`src/rtl/scr1_cg_pkg.sv`:
```
// Shared types and limits for the clock gating controller and its channels.
package scr1_cg_pkg;

    typedef enum logic [1:0] {
        CG_ON   = 2'd0,
        CG_IDLE = 2'd1,
        CG_OFF  = 2'd2,
        CG_WAKE = 2'd3
    } cg_state_e;

    localparam int N_CH_MIN     = 1;
    localparam int N_CH_MAX     = 32;
    localparam int IDLE_CYC_MIN = 1;
    localparam int IDLE_CYC_MAX = 255;
    localparam int WAKE_CYC_MAX = 15;

    // Counter must hold both the idle reload and the wake reload.
    function automatic int cg_cnt_width(input int idle_cyc, input int wake_cyc);
        int top_val;
        top_val = (idle_cyc > wake_cyc + 1) ? idle_cyc : wake_cyc + 1;
        return $clog2(top_val + 1);
    endfunction

endpackage

```
`src/rtl/scr1_cg.sv`:
```
// Latch-based glitch-free clock gate; test_mode forces the clock through.
module scr1_cg (
    input  logic clk,
    input  logic clk_en,
    input  logic test_mode,
    output logic clk_out
);

    logic en_latch;

    // Transparent only while clk is low, so enable changes never chop a high phase.
    always_latch begin
        if (!clk) begin
            en_latch <= clk_en | test_mode;
        end
    end

    assign clk_out = clk & en_latch;

endmodule

```
`src/rtl/scr1_cg_chan.sv`:
```
// One gated channel: idle hysteresis / wake settle FSM driving a scr1_cg cell.
module scr1_cg_chan
    import scr1_cg_pkg::*;
#(
    parameter int IDLE_CYC = 16,
    parameter int WAKE_CYC = 2
) (
    input  logic clk,
    input  logic rst,
    input  logic test_mode,
    input  logic allow,
    input  logic act,
    output logic clk_out,
    output logic clk_rdy,
    output logic gated,
    output logic gated_next
);

    localparam int CNT_W = cg_cnt_width(IDLE_CYC, WAKE_CYC);
    localparam logic [CNT_W-1:0] IDLE_LOAD = CNT_W'(IDLE_CYC - 1);
    localparam logic [CNT_W-1:0] WAKE_LOAD = CNT_W'(WAKE_CYC);
    localparam logic [CNT_W-1:0] CNT_ONE   = CNT_W'(1);

    cg_state_e        state_reg, state_next;
    logic [CNT_W-1:0] cnt_reg, cnt_next;
    logic             en_reg, en_next;
    logic             rdy_reg, rdy_next;
    logic             gated_reg;

    always_ff @(posedge clk or posedge rst) begin
        if (rst) begin
            state_reg <= CG_ON;
            cnt_reg   <= '0;
            en_reg    <= 1'b1;
            rdy_reg   <= 1'b1;
            gated_reg <= 1'b0;
        end else begin
            state_reg <= state_next;
            cnt_reg   <= cnt_next;
            en_reg    <= en_next;
            rdy_reg   <= rdy_next;
            gated_reg <= gated_next;
        end
    end

    always_comb begin
        state_next = state_reg;
        cnt_next   = cnt_reg;
        case (state_reg)
            CG_ON: begin
                if (allow && !act) begin
                    state_next = CG_IDLE;
                    cnt_next   = IDLE_LOAD;
                end
            end
            CG_IDLE: begin
                if (act || !allow) begin
                    state_next = CG_ON;
                    cnt_next   = '0;
                end else if (cnt_reg == '0) begin
                    state_next = CG_OFF;
                end else begin
                    cnt_next = cnt_reg - CNT_ONE;
                end
            end
            CG_OFF: begin
                if (act || !allow) begin
                    state_next = CG_WAKE;
                    cnt_next   = WAKE_LOAD;
                end
            end
            CG_WAKE: begin
                // Wake always runs to completion, even if act drops meanwhile.
                if (cnt_reg == '0) begin
                    state_next = CG_ON;
                end else begin
                    cnt_next = cnt_reg - CNT_ONE;
                end
            end
            default: begin
                state_next = CG_ON;
                cnt_next   = '0;
            end
        endcase
        // Outputs are registered copies of the next-state decode.
        en_next    = (state_next != CG_OFF);
        rdy_next   = (state_next == CG_ON) || (state_next == CG_IDLE);
        gated_next = (state_next == CG_OFF);
    end

    assign clk_rdy = rdy_reg;
    assign gated   = gated_reg;

    scr1_cg u_cg (
        .clk       (clk),
        .clk_en    (en_reg),
        .test_mode (test_mode),
        .clk_out   (clk_out)
    );

endmodule

```
`src/rtl/scr1_cg_ctrl.sv`:
```
// Multi-channel clock gating controller: one independent gating FSM per domain.
module scr1_cg_ctrl
    import scr1_cg_pkg::*;
#(
    parameter int N_CH     = 4,
    parameter int IDLE_CYC = 16,
    parameter int WAKE_CYC = 2
) (
    input  logic            clk,
    input  logic            rst,
    input  logic            test_mode,
    input  logic            cfg_gate_en,
    input  logic [N_CH-1:0] cfg_force_on,
    input  logic [N_CH-1:0] ch_busy,
    input  logic [N_CH-1:0] ch_wake_req,
    output logic [N_CH-1:0] clk_out,
    output logic [N_CH-1:0] ch_clk_rdy,
    output logic [N_CH-1:0] ch_gated,
    output logic            all_gated
);

    if (N_CH < N_CH_MIN || N_CH > N_CH_MAX ||
        IDLE_CYC < IDLE_CYC_MIN || IDLE_CYC > IDLE_CYC_MAX ||
        WAKE_CYC < 0 || WAKE_CYC > WAKE_CYC_MAX) begin : g_bad_param
        $error("scr1_cg_ctrl: parameter out of range");
    end

    logic [N_CH-1:0] gated_next;
    logic            all_gated_reg;

    for (genvar gi = 0; gi < N_CH; gi++) begin : g_ch
        logic allow;
        logic act;

        assign allow = cfg_gate_en & ~cfg_force_on[gi] & ~test_mode;
        assign act   = ch_busy[gi] | ch_wake_req[gi];

        scr1_cg_chan #(
            .IDLE_CYC (IDLE_CYC),
            .WAKE_CYC (WAKE_CYC)
        ) u_chan (
            .clk        (clk),
            .rst        (rst),
            .test_mode  (test_mode),
            .allow      (allow),
            .act        (act),
            .clk_out    (clk_out[gi]),
            .clk_rdy    (ch_clk_rdy[gi]),
            .gated      (ch_gated[gi]),
            .gated_next (gated_next[gi])
        );
    end

    // Reduce the next-state flags so all_gated lines up with ch_gated.
    always_ff @(posedge clk or posedge rst) begin
        if (rst) begin
            all_gated_reg <= 1'b0;
        end else begin
            all_gated_reg <= &gated_next;
        end
    end

    assign all_gated = all_gated_reg;

endmodule

```
`config.mk`:
```
export PLATFORM = sky130hd
export DESIGN_NAME = scr1_cg_ctrl
export DESIGN_NICKNAME = d
export VERILOG_FILES = /design/src/rtl/scr1_cg_pkg.sv /design/src/rtl/scr1_cg.sv /design/src/rtl/scr1_cg_chan.sv /design/src/rtl/scr1_cg_ctrl.sv
export SDC_FILE = /design/constraint.sdc
export NUM_CORES = 1
export LEC_CHECK = 0
export ABC_AREA = 1
export CAP_MARGIN = 20
export CORE_MARGIN = 2
export CORE_UTILIZATION = 45
export CTS_BUF_LIST = sky130_fd_sc_hd__clkbuf_16
export DETAILED_ROUTE_END_ITERATION = 10
export HOLD_SLACK_MARGIN = 0.06
export PLACE_DENSITY = 0.69
export SLEW_MARGIN = 20
export SYNTH_ARGS = -nofsm -noshare
export SYNTH_HDL_FRONTEND = slang
export SYNTH_SLANG_ARGS = --single-unit
```
`constraint.sdc`:
```
create_clock -name clk -period 1.35 [get_ports clk]
set_clock_uncertainty 0.05 [all_clocks]
set_input_delay 0.27 -clock clk [delete_from_list [all_inputs] [get_ports clk]]
set_output_delay 0.27 -clock clk [all_outputs]
set_load 0.02 [all_outputs]
```
==> flow_summary_export.csv <==
group,metric,value,unit
final_layout,nets,382,
setup_path,worstRegToRegCells,9,
setup_path,end_kind,"output pin",
clocking,cts_tree,"yes",
sta,setup_tns,-3080,ps
global_routing,grt_use_met1,22.0,%
synth,synth_edf_count,0,
floorplan,die_y,75.8,um
floorplan,initial_core_util,46.0,%
sta,final_hold_viol_count,0,
final_layout,antenna_cells,0,
global_routing,use_met2,33.7,%
synth,ys_ff_latch,45,
global_routing,grt-ovfl-total,0,
synth,synth_commonest_cells,"52 x nand2_1, 50 x inv_1, 33 x dfrtp_1, 24 x a21oi_1, 23 x nand3_1",
floorplan,die_w,75.8,um
global_routing,grt_max_degree,42,
synth,synthFlopType,"dfrtp_1",
global_routing,grt_usage,20.2,%
clocking,clk_latency,400,ps
min_path,min_path_type,"in2async",
drt,wirelength,5.58,mm
synth,yosysWarnings,0,
placed_design,dp.final_hpwl,3.49,mm
sta,tightestPinTransition,387,ps
power_and_ir_drop,ir_drop,1.47,mV
setup_path,r2r_start,"g_ch[0].u_chan.cnt_reg[0]$_DFFE_PP0P_",
sta,setup_viol,18,
placed_design,io_buffers,28,
global_routing,grt_use_met3,8.47,%
synth,synth_area,0.00232,mm2
power_and_ir_drop,power.density,2670,mW/mm2
sta,setup_ws,-699,ps
synth,synth_area_leaders,"dfrtp_1 36%, dfstp_2 9.1%, nand2_1 8.4%",
drt,num_vias,2093,
setup_path,cp-start-kind,"latch",
synth,syn_inst,291,
setup_path,cpLargestDelayFamily,"latches",
global_routing,grt_pass1_vias,2025,
sta,hold_slack,187,ps
final_layout,largest_reg_flops,20,
synth,yosysTopAreaCell,"dfrtp_1",
synth,syn_nets,311,
sta,drv_slew,0,
drt,avgViaCountPerCell,4.83,
synth,ys_types,25,
floorplan,io_pins,29,
setup_path,cp_max_fo,1,
setup_path,cp_data_arrival_time,1730,ps
outcome,status,"complete, but fails checks",
drt,wl_per_cell,12.9,um
placed_design,place_ws,-1080,ps
setup_path,crit_path_cell_trace,"nand2_2 -> inv_2 -> buf_6",
setup_path,critical_path_required,1030,ps
global_routing,gr-max-usage-layer,"met2",
placed_design,place.gp.congestion,0.914,
sta,rsz0062_at_grt,"true",
drt,drcViolationCount,0,
setup_path,crit_path_top_delay_cell,"dlxtn_2",
synth,synth_top_area_share,35.6,%
outcome,violations,"setup timing",
power_and_ir_drop,power.leakage,1.68,nW
setup_path,crit_start,"g_ch[1].u_chan.u_cg.en_latch$_DLATCH_N_",
global_routing,grt_pass1_wl,8.43,mm
clocking,cts.clk_slew.worst_paths,60,ps
synth,postSynthAreaPerCell,7.96,um2
final_layout,syn_to_final_growth,52.6,%
setup_path,slowest_delay,410,ps
setup_path,r2r-end,"g_ch[0].u_chan.cnt_reg[1]$_DFFE_PP0P_",
synth,yosysMostFrequentCell,"nand2_1",
floorplan,core,0.00504,mm2
setup_path,crit_end,"clk_out[1]",
setup_path,path_class,"latch2out",
drt,drt-initial-drc-count,42,
floorplan,num_rows,26,
drt,drt_pass1_iterations,5,
synth,synthArstFlopShare,91.1,%
clocking,hold_buffers,0,
run,max-cap-violations,0,
setup_path,rrSetupSlack,-110,ps
setup_path,path_depth,3,
final_layout,drive_gt1_share,48.8,%
sta,slew-limit-headroom,74.0,%
global_routing,antenna_found_initial,0,
setup_path,cp.buffers_inverters,2,
floorplan,dieArea,0.00574,mm2
drt,drtAntennaViolNets,0,
==> final cells by class <==
class | count | area, um2
repair buffers | 68 | 612
clock buffers | 13 | 270
clock inverters | 7 | 28.8
well taps | 70 | 87.6
multi-input cells | 182 | 1260
fillers | 399 | 1510
inverters | 48 | 183
flip-flops and latches | 45 | 1100
==> worst min path at each step <==
stage	from	to	cells after the start	slack [ps]
2_1_floorplan	g_ch[2].u_chan.cnt_reg[0]$_DFFE_PP0P_	g_ch[2].u_chan.cnt_reg[0]$_DFFE_PP0P_	2	400
3_3_place_gp	g_ch[2].u_chan.cnt_reg[4]$_DFFE_PP0P_	g_ch[2].u_chan.cnt_reg[4]$_DFFE_PP0P_	2	460
3_5_place_dp	g_ch[1].u_chan.cnt_reg[4]$_DFFE_PP0P_	g_ch[1].u_chan.cnt_reg[4]$_DFFE_PP0P_	2	480
4_1_cts	rst	g_ch[1].u_chan.cnt_reg[0]$_DFFE_PP0P_	3	190
5_1_grt	rst	g_ch[1].u_chan.cnt_reg[0]$_DFFE_PP0P_	3	210
6_report	rst	g_ch[1].u_chan.cnt_reg[0]$_DFFE_PP0P_	3	190
==> worst register-to-register path, cell delays in order (launching register included) <==
cell	delay (ps)
dfrtp_1	380
inv_2	80
ha_4	160
inv_4	40
nor3_4	140
nand3_2	120
buf_4	160
buf_6	100
nand2_1	60
a21oi_1	60
==> metrics by stage <==
stage	utilization, %	cell area, um2	cells	total power [mW]
after floorplan	-	2340	291	5.02
after global placement	57.2	2880	412	6.12
after detailed placement	57.2	2880	412	6.21
after CTS	63.7	3210	425	8.46
after global routing	70.1	3540	433	10.1
final	70.1	3540	433	9.45
==> metal layers <==
metal  vias to the layer above  share of wire [%]
met2                        37                 55
met4                         0               0.54
met1                      1000                 41
met3                         4                3.1
li1                       1052                  -
met5                         -                  0
==> kinds of logic (layout without fill, tap and decap cells) <==
kind of cell	Yosys count	after routing	synth area share [%]
AND/OR/NAND/NOR	131	131	27.5
latches	4	4	2.59
flip-flops	41	41	44.7
buffers and inverters	64	136	12.3
AO/OA/AOI/OAI	45	45	9.99
adder cells (fa/ha/maj)	4	4	2.16
XOR/XNOR	2	2	0.756
==> layout by cell type, fill, tap and decap left out, types with 13 or more instances in the layout <==
master	instances
nand2_2	22
buf_6	19
nand3_1	15
clkdlybuf4s50_1	13
a21oi_1	17
nor2_1	18
nand2_1	33
dfrtp_1	33
inv_1	32
buf_4	32
inv_2	20
==> timing repair <==
item / in CTS / in global routing
pin swaps: 11 / 25
endpoints found under the hold margin: 0 / 0
resized for setup: 97 / 83
buffers inserted: 1 / 8
endpoints found under the setup margin: 36 / 45
==> where the power goes <==
part / internal [mW] / switching (mW)
Combinational: 2.14 / 2.57
Sequential: 1.94 / 0.413
Clock: 1.47 / 0.926
(Power assumes the default switching activity.)
